===== src/rtl/gpu_cache_fill_arbiter_if.sv =====
// Fill-arbiter bus: fill requests and completes from the pixel pipeline, the
// shared VRAM burst-read port, and the indexed cache-line write port.
interface gpu_cache_fill_arbiter_if;
  // Pixel pipeline requests and completion pulses
  logic        i_texFillReq;
  logic [16:0] i_texFillAdr;
  logic        o_texFillComplete;
  logic        i_clutFillReq;
  logic [14:0] i_clutFillAdr;
  logic        o_clutFillComplete;

  // Shared VRAM burst-read port
  logic        o_memReq;
  logic [17:0] o_memAdr;
  logic [3:0]  o_memBurstLen;
  logic        i_memAck;
  logic        i_memDataValid;
  logic [31:0] i_memData;

  // Cache-line write port
  logic        o_texWrite;
  logic        o_texWriteBeat;
  logic        o_clutWrite;
  logic [2:0]  o_clutWriteBeat;
  logic [31:0] o_writeData;
  logic        o_busy;

  // Arbiter side
  modport slave (
    input  i_texFillReq, i_texFillAdr, i_clutFillReq, i_clutFillAdr,
           i_memAck, i_memDataValid, i_memData,
    output o_texFillComplete, o_clutFillComplete,
           o_memReq, o_memAdr, o_memBurstLen,
           o_texWrite, o_texWriteBeat, o_clutWrite, o_clutWriteBeat,
           o_writeData, o_busy
  );

  // Pipeline, memory and cache side
  modport master (
    output i_texFillReq, i_texFillAdr, i_clutFillReq, i_clutFillAdr,
           i_memAck, i_memDataValid, i_memData,
    input  o_texFillComplete, o_clutFillComplete,
           o_memReq, o_memAdr, o_memBurstLen,
           o_texWrite, o_texWriteBeat, o_clutWrite, o_clutWriteBeat,
           o_writeData, o_busy
  );
endinterface


===== src/rtl/gpu_cache_fill_arbiter.sv =====
// Round-robin Tex$/CLUT$ line-fill sequencer over one shared VRAM burst port.
// Returned beats become indexed cache writes; the last one carries the complete pulse.
module gpu_cache_fill_arbiter #(
  parameter int TEX_BEATS  = 2,
  parameter int CLUT_BEATS = 8
) (
  input  logic clk,
  input  logic i_nrst,
  gpu_cache_fill_arbiter_if.slave bus
);

  localparam logic [3:0] TEX_LEN  = 4'(TEX_BEATS);
  localparam logic [3:0] CLUT_LEN = 4'(CLUT_BEATS);

  typedef enum logic [1:0] {IDLE, REQ, DATA, DONE} state_e;
  typedef enum logic {OWN_TEX, OWN_CLUT} owner_e;

  typedef struct packed {
    owner_e      owner;
    logic [17:0] adr;
    logic [3:0]  len;
  } fill_t;

  state_e      state_q, state_d;
  fill_t       fill_q, fill_d;
  owner_e      last_q, last_d;
  logic [3:0]  beat_q, beat_d;
  logic        memReq_q, memReq_d;
  logic        texWr_q, texWr_d;
  logic        clutWr_q, clutWr_d;
  logic [2:0]  wrBeat_q, wrBeat_d;
  logic [31:0] wrData_q, wrData_d;
  logic        texCmp_q, texCmp_d;
  logic        clutCmp_q, clutCmp_d;
  logic        busy_q, busy_d;
  logic        grant_clut;
  logic        last_beat;

  // On a tie the owner not granted last time wins
  assign grant_clut = bus.i_clutFillReq && (!bus.i_texFillReq || last_q == OWN_TEX);
  assign last_beat  = (beat_q == fill_q.len - 4'd1);

  always_comb begin
    state_d   = state_q;
    fill_d    = fill_q;
    last_d    = last_q;
    beat_d    = beat_q;
    wrBeat_d  = wrBeat_q;
    wrData_d  = wrData_q;
    texWr_d   = 1'b0;
    clutWr_d  = 1'b0;
    texCmp_d  = 1'b0;
    clutCmp_d = 1'b0;

    case (state_q)
      IDLE: begin
        if (bus.i_texFillReq || bus.i_clutFillReq) begin
          state_d = REQ;
          beat_d  = 4'd0;
          if (grant_clut) begin
            fill_d.owner = OWN_CLUT;
            fill_d.adr   = {bus.i_clutFillAdr, 3'b000};
            fill_d.len   = CLUT_LEN;
            last_d       = OWN_CLUT;
          end else begin
            fill_d.owner = OWN_TEX;
            fill_d.adr   = {bus.i_texFillAdr, 1'b0};
            fill_d.len   = TEX_LEN;
            last_d       = OWN_TEX;
          end
        end
      end
      REQ: begin
        if (bus.i_memAck) state_d = DATA;
      end
      DATA: begin
        if (bus.i_memDataValid) begin
          wrBeat_d = beat_q[2:0];
          wrData_d = bus.i_memData;
          texWr_d  = (fill_q.owner == OWN_TEX);
          clutWr_d = (fill_q.owner == OWN_CLUT);
          beat_d   = beat_q + 4'd1;
          // Complete rides with the final write so the cache sees a full line
          if (last_beat) begin
            state_d   = DONE;
            texCmp_d  = (fill_q.owner == OWN_TEX);
            clutCmp_d = (fill_q.owner == OWN_CLUT);
          end
        end
      end
      DONE:    state_d = IDLE;
      default: state_d = IDLE;
    endcase

    memReq_d = (state_d == REQ);
    busy_d   = (state_d != IDLE);
  end

  always_ff @(posedge clk or negedge i_nrst) begin
    if (!i_nrst) begin
      state_q   <= IDLE;
      fill_q    <= '0;
      last_q    <= OWN_TEX;
      beat_q    <= 4'd0;
      memReq_q  <= 1'b0;
      texWr_q   <= 1'b0;
      clutWr_q  <= 1'b0;
      wrBeat_q  <= 3'd0;
      wrData_q  <= 32'd0;
      texCmp_q  <= 1'b0;
      clutCmp_q <= 1'b0;
      busy_q    <= 1'b0;
    end else begin
      state_q   <= state_d;
      fill_q    <= fill_d;
      last_q    <= last_d;
      beat_q    <= beat_d;
      memReq_q  <= memReq_d;
      texWr_q   <= texWr_d;
      clutWr_q  <= clutWr_d;
      wrBeat_q  <= wrBeat_d;
      wrData_q  <= wrData_d;
      texCmp_q  <= texCmp_d;
      clutCmp_q <= clutCmp_d;
      busy_q    <= busy_d;
    end
  end

  assign bus.o_memReq           = memReq_q;
  assign bus.o_memAdr           = fill_q.adr;
  assign bus.o_memBurstLen      = fill_q.len;
  assign bus.o_texWrite         = texWr_q;
  assign bus.o_texWriteBeat     = wrBeat_q[0];
  assign bus.o_clutWrite        = clutWr_q;
  assign bus.o_clutWriteBeat    = wrBeat_q;
  assign bus.o_writeData        = wrData_q;
  assign bus.o_texFillComplete  = texCmp_q;
  assign bus.o_clutFillComplete = clutCmp_q;
  assign bus.o_busy             = busy_q;

endmodule


===== src/flat_wrapper.sv =====
// flat-port wrapper written by rule: the top's interface ports become plain ports
module gpu_cache_fill_arbiter_flat 
#(
  parameter int TEX_BEATS  = 2,
  parameter int CLUT_BEATS = 8
)
  (clk, i_nrst, bus_i_texFillReq, bus_i_texFillAdr, bus_i_clutFillReq, bus_i_clutFillAdr, bus_i_memAck, bus_i_memDataValid, bus_i_memData, bus_o_texFillComplete, bus_o_clutFillComplete, bus_o_memReq, bus_o_memAdr, bus_o_memBurstLen, bus_o_texWrite, bus_o_texWriteBeat, bus_o_clutWrite, bus_o_clutWriteBeat, bus_o_writeData, bus_o_busy);
  gpu_cache_fill_arbiter_if bus_i ();
  input  logic clk;
  input  logic i_nrst;
  input wire logic [$bits(bus_i.i_texFillReq)-1:0] bus_i_texFillReq;
  input wire logic [$bits(bus_i.i_texFillAdr)-1:0] bus_i_texFillAdr;
  input wire logic [$bits(bus_i.i_clutFillReq)-1:0] bus_i_clutFillReq;
  input wire logic [$bits(bus_i.i_clutFillAdr)-1:0] bus_i_clutFillAdr;
  input wire logic [$bits(bus_i.i_memAck)-1:0] bus_i_memAck;
  input wire logic [$bits(bus_i.i_memDataValid)-1:0] bus_i_memDataValid;
  input wire logic [$bits(bus_i.i_memData)-1:0] bus_i_memData;
  output wire logic [$bits(bus_i.o_texFillComplete)-1:0] bus_o_texFillComplete;
  output wire logic [$bits(bus_i.o_clutFillComplete)-1:0] bus_o_clutFillComplete;
  output wire logic [$bits(bus_i.o_memReq)-1:0] bus_o_memReq;
  output wire logic [$bits(bus_i.o_memAdr)-1:0] bus_o_memAdr;
  output wire logic [$bits(bus_i.o_memBurstLen)-1:0] bus_o_memBurstLen;
  output wire logic [$bits(bus_i.o_texWrite)-1:0] bus_o_texWrite;
  output wire logic [$bits(bus_i.o_texWriteBeat)-1:0] bus_o_texWriteBeat;
  output wire logic [$bits(bus_i.o_clutWrite)-1:0] bus_o_clutWrite;
  output wire logic [$bits(bus_i.o_clutWriteBeat)-1:0] bus_o_clutWriteBeat;
  output wire logic [$bits(bus_i.o_writeData)-1:0] bus_o_writeData;
  output wire logic [$bits(bus_i.o_busy)-1:0] bus_o_busy;
  assign bus_i.i_texFillReq = bus_i_texFillReq;
  assign bus_i.i_texFillAdr = bus_i_texFillAdr;
  assign bus_i.i_clutFillReq = bus_i_clutFillReq;
  assign bus_i.i_clutFillAdr = bus_i_clutFillAdr;
  assign bus_i.i_memAck = bus_i_memAck;
  assign bus_i.i_memDataValid = bus_i_memDataValid;
  assign bus_i.i_memData = bus_i_memData;
  assign bus_o_texFillComplete = bus_i.o_texFillComplete;
  assign bus_o_clutFillComplete = bus_i.o_clutFillComplete;
  assign bus_o_memReq = bus_i.o_memReq;
  assign bus_o_memAdr = bus_i.o_memAdr;
  assign bus_o_memBurstLen = bus_i.o_memBurstLen;
  assign bus_o_texWrite = bus_i.o_texWrite;
  assign bus_o_texWriteBeat = bus_i.o_texWriteBeat;
  assign bus_o_clutWrite = bus_i.o_clutWrite;
  assign bus_o_clutWriteBeat = bus_i.o_clutWriteBeat;
  assign bus_o_writeData = bus_i.o_writeData;
  assign bus_o_busy = bus_i.o_busy;
  gpu_cache_fill_arbiter #(.TEX_BEATS(TEX_BEATS), .CLUT_BEATS(CLUT_BEATS)) u_core (.clk(clk), .i_nrst(i_nrst), .bus(bus_i));
endmodule

===== config.mk =====
export PLATFORM = sky130hd
export DESIGN_NAME = gpu_cache_fill_arbiter_flat
export DESIGN_NICKNAME = d
export VERILOG_FILES = /design/src/rtl/gpu_cache_fill_arbiter_if.sv /design/src/rtl/gpu_cache_fill_arbiter.sv /design/src/flat_wrapper.sv
export SDC_FILE = /design/constraint.sdc
export NUM_CORES = 1
export LEC_CHECK = 0
export BUFFER_PORTS_ARGS = -buffer_cell sky130_fd_sc_hd__clkbuf_2
export CAP_MARGIN = 20
export CORE_ASPECT_RATIO = 1.4
export CORE_MARGIN = 2
export CORE_UTILIZATION = 43
export CTS_BUF_LIST = sky130_fd_sc_hd__clkbuf_8
export DETAILED_ROUTE_END_ITERATION = 16
export PLACE_DENSITY = 0.79
export RECOVER_POWER = 50
export SLEW_MARGIN = 15
export SYNTH_ARGS = -nofsm -noshare
export SYNTH_HDL_FRONTEND = slang
export SYNTH_SLANG_ARGS = --single-unit

===== constraint.sdc =====
create_clock -name clk -period 1.45 [get_ports clk]
set_clock_uncertainty 0.15 [all_clocks]
set_input_delay 0.2175 -clock clk [delete_from_list [all_inputs] [get_ports clk]]
set_output_delay 0.2175 -clock clk [all_outputs]
set_load 0.02 [all_outputs]

==> out/results.tsv <==
stage	metric	value	unit
setup_path	WS Path Type	reg2reg	
final_layout	fraction of layout instances using a drive strength above 1	36.4	%
placement	IO Port Bufs	130	
clock_tree	clock slew at reported path FFs	70	ps
yosys	Post-synth EDFFs	0	
setup_path	Critical Path Source Type	register	
timing	RSZ-0062 raised after global routing	true	
clock_tree	clk root buf	clkbuf_8	
detailed_routing	DRT Wirelength	7850	um
floorplan	Die X	71.2	um
detailed_routing	DR WL/cell	14.2	um
clock_tree	TritonCTS buffer count	9	
detailed_routing	vias per inst	4.89	
yosys	post-synth cell types	36	
timing	relative slew slack	45.7	%
run	max cap viols	0	
clock_tree	CTS tree	built	
yosys	post-synthesis cell count	265	
timing	period utilization	102	%
setup_path	CP endpoint	u_core.bus.o_memAdr[15]	
floorplan	area of the core	6170	sq um
placement	HPWL after DPL	4510	um
timing	actual slew at the worst max-slew pin	814	ps
detailed_routing	initial DRC count	106	
yosys	Synth Cell Area	2720	sq um
timing	min Tclk post-route	1490	ps
final_layout	# diodes	0	
clock_tree	clk sink count	66	
global_routing	GRT overflow	0	
placement	global placement routability congestion	0.780	
power_and_ir_drop	Peak supply drop	1230	uV
yosys	Ys Warns	0	
global_routing	first-pass GRT wire length	12400	um
setup_path	RR Startpoint	u_core.state_q[0]	
setup_path	Critical Path RT	1570	ps
floorplan	die area	6990	sq um
timing	Fmax achieved	673	MHz
outcome	status	finished, violations left	
floorplan	Starting Density	44.1	%
yosys	Post-synth ARST share	100	%
yosys	FF+latch count, synth	66	
setup_path	CP Capture Type	register	
final_layout	Multi-input gate area	972	sq um
timing	fin. max-slew vios	0	
power_and_ir_drop	Switch Pwr	3.45	mW
timing	final setup margin	-36.1	ps
floorplan	die span in y	98.1	um
detailed_routing	# DRC	0	
yosys	ys flop type	dfrtp_1	
global_routing	GRT Overall Usage	22.7	%
setup_path	reg-to-reg endpoint	u_core.bus.o_memAdr[15]	
yosys	Seq/Total Area, Yosys	60.7	%
timing	# setup viols final	15	
power_and_ir_drop	Clk pwr share	22.3	%
power_and_ir_drop	internal power	5.67	mW
clock_tree	clk buf depth	2	
setup_path	Critical Path AT	1610	ps
power_and_ir_drop	power per cell area	2010	nW/um^2
setup_path	Worst setup startpoint	u_core.state_q[0]	
power_and_ir_drop	Lkg Pwr	2.47	nW
yosys	Synth Area per Inst	10.3	sq um
detailed_routing	total number of vias	2703	
floorplan	IO Pins	134	
final_layout	Layout fillers	410	
detailed_routing	post-route antenna net violation count	0	
final_layout	Nets	547	
clock_tree	insertion delay to the later sink of the worst-skew pair	340	ps
power_and_ir_drop	Comb pwr share	43.9	%
min_path	HP Class	in2reg	
outcome	failing checks	setup timing	
setup_path	reg2reg setup slack	-40	ps
global_routing	initial antenna violation count	0	
final_layout	FF/Latch Area	1650	sq um
floorplan	Rows	34	
placement	worst slack at placement	-19.8	ps
global_routing	number of global-route vias before repair	2793	
detailed_routing	Initial DRT Pass Iterations	4	
setup_path	CP Max Fanout	18	
final_layout	Area Growth Syn to Fin	66.7	%
final_layout	Core Util, Final	73.5	%
clock_tree	H-tree Lvls	3	
power_and_ir_drop	Sw Ratio	37.8	%
global_routing	largest net degree at the start of global routing	67	
setup_path	FF-to-FF path depth	4	
timing	Final Hold Fails	0	
power_and_ir_drop	sequential share of power	33.8	%
[cell families (layout without fill, tap and decap cells)]
kind of cell	after synthesis	in the layout	share of synthesized area [%]
XOR/XNOR	2	2	0.644
AND/OR/NAND/NOR	126	126	19.1
multiplexers	3	3	1.10
other	1	3	0.138
buffers and inverters	23	237	4.37
flip-flops	66	66	60.7
AO/OA/AOI/OAI	43	43	13.4
adder cells (fa/ha/maj)	1	1	0.460
[cells in the final DEF (no fill, tap or decap), drive strengths merged]
cell,netlist,final
a211oi,1,1
a21boi,15,15
a21o,2,2
a21oi,1,1
a221o,15,15
a22o,2,2
a2bb2oi,1,1
a31o,1,1
and3,1,1
and3b,2,2
buf,12,23
bufinv,0,4
clkbuf,7,138
clkinv,0,1
conb,1,3
dfrtp,66,66
dlygate4sd3,0,66
ha,1,1
inv,4,5
mux2i,3,3
nand2,107,107
nand2b,1,1
nand3,1,1
nand3b,1,1
nand4,1,1
nand4b,1,1
nor2,5,5
nor3,2,2
nor3b,1,1
o211ai,1,1
o21ai,4,4
or2,2,2
or2b,1,1
xor2,2,2
[through the flow]
stage	area, sq um	cells	hold slack, ps	power [mW]	TNS (ps)
3_5_place_dp	3550	467	111	6.76	-66.9
3_3_place_gp	3550	467	107	6.65	0
2_1_floorplan	2730	267	-228	5.32	-550
4_1_cts	4510	551	139	9.02	-194
6_report	4530	553	162	9.11	-334
5_1_grt	4530	553	184	9.63	-1150
[registers in the layout, summed over array words and instances (netlist names), 2 cells and up]
name and flops:
u_core.beat_q 4, u_core.bus.o_clutWriteBeat 3, u_core.bus.o_memAdr 17, u_core.bus.o_writeData 32, u_core.state_q 2
[how the worst min path moves through the flow]
| stage | from | end | slack (ps) | cells past startpoint |
|---|---|---|---|---|
| 2_1_floorplan | i_nrst | u_core.beat_q[0] | -230 | 0 |
| 3_3_place_gp | i_nrst | u_core.bus.o_writeData[28] | 110 | 2 |
| 3_5_place_dp | i_nrst | u_core.bus.o_writeData[28] | 110 | 2 |
| 4_1_cts | bus_i_texFillReq | u_core.beat_q[3] | 140 | 4 |
| 5_1_grt | bus_i_memDataValid | u_core.beat_q[1] | 180 | 4 |
| 6_report | bus_i_memDataValid | u_core.beat_q[1] | 160 | 4 |
[synth_stat cells (2+ instances only)]
| master | count | area share (%) |
|---|---|---|
| dfrtp_1 | 66 | 61 |
| a21o_1 | 2 | 0.55 |
| nor2_1 | 4 | 0.55 |
| inv_1 | 4 | 0.55 |
| nor3_1 | 2 | 0.37 |
| o21ai_0 | 4 | 0.74 |
| a221o_1 | 15 | 5.5 |
| buf_2 | 5 | 0.92 |
| mux2i_1 | 3 | 1.1 |
| buf_4 | 5 | 1.4 |
| a22o_1 | 2 | 0.64 |
| xor2_1 | 2 | 0.64 |
| a21boi_0 | 15 | 4.1 |
| nand2_1 | 107 | 15 |
| and3b_1 | 2 | 0.64 |
| clkbuf_1 | 7 | 0.97 |
[power by group through the flow]
stage                     Clock [mW]  Sequential [mW]  Combinational [mW]
after floorplan                    0             3.92                1.40
after global placement             0             3.06                3.59
after detailed placement           0             3.07                3.69
after CTS                       2.07             3.05                3.91
after global routing            2.16             3.16                4.32
final                           2.03             3.08                4.00
[critical path: stages (launching register included)]
cell and delay [ps]:
dfrtp_1 430, or2_4 290, a211oi_4 210, buf_12 180
a221o_1 160
[cell type report]
type	count	share of cell area [%]
sequential	66	36.5
timing repair buffer	217	33.9
multi-input combinational	178	21.4
clock buffer	10	3.04
clock inverter	6	2.84
tap	72	1.99
inverter	4	0.331
[per-layer routing]
layer / part of all wire (%) / GRT usage [%]
met4: 2.6 / 10.3
met2: 55 / 41.0
met3: 6.0 / 5.57
met1: 37 / 24.4
met5: 0 / 0
[timing repair]
| item | CTS | global route |
|---|---|---|
| endpoints found under the setup margin | 15 | 21 |
| buffers inserted | 2 | 2 |
| hold endpoints to repair | 116 | 0 |
| pin swaps | 0 | 3 |
| resized for setup | 3 | 9 |
| hold buffers | 66 | 0 |
No activity file was read; power rests on OpenSTA's default activity.
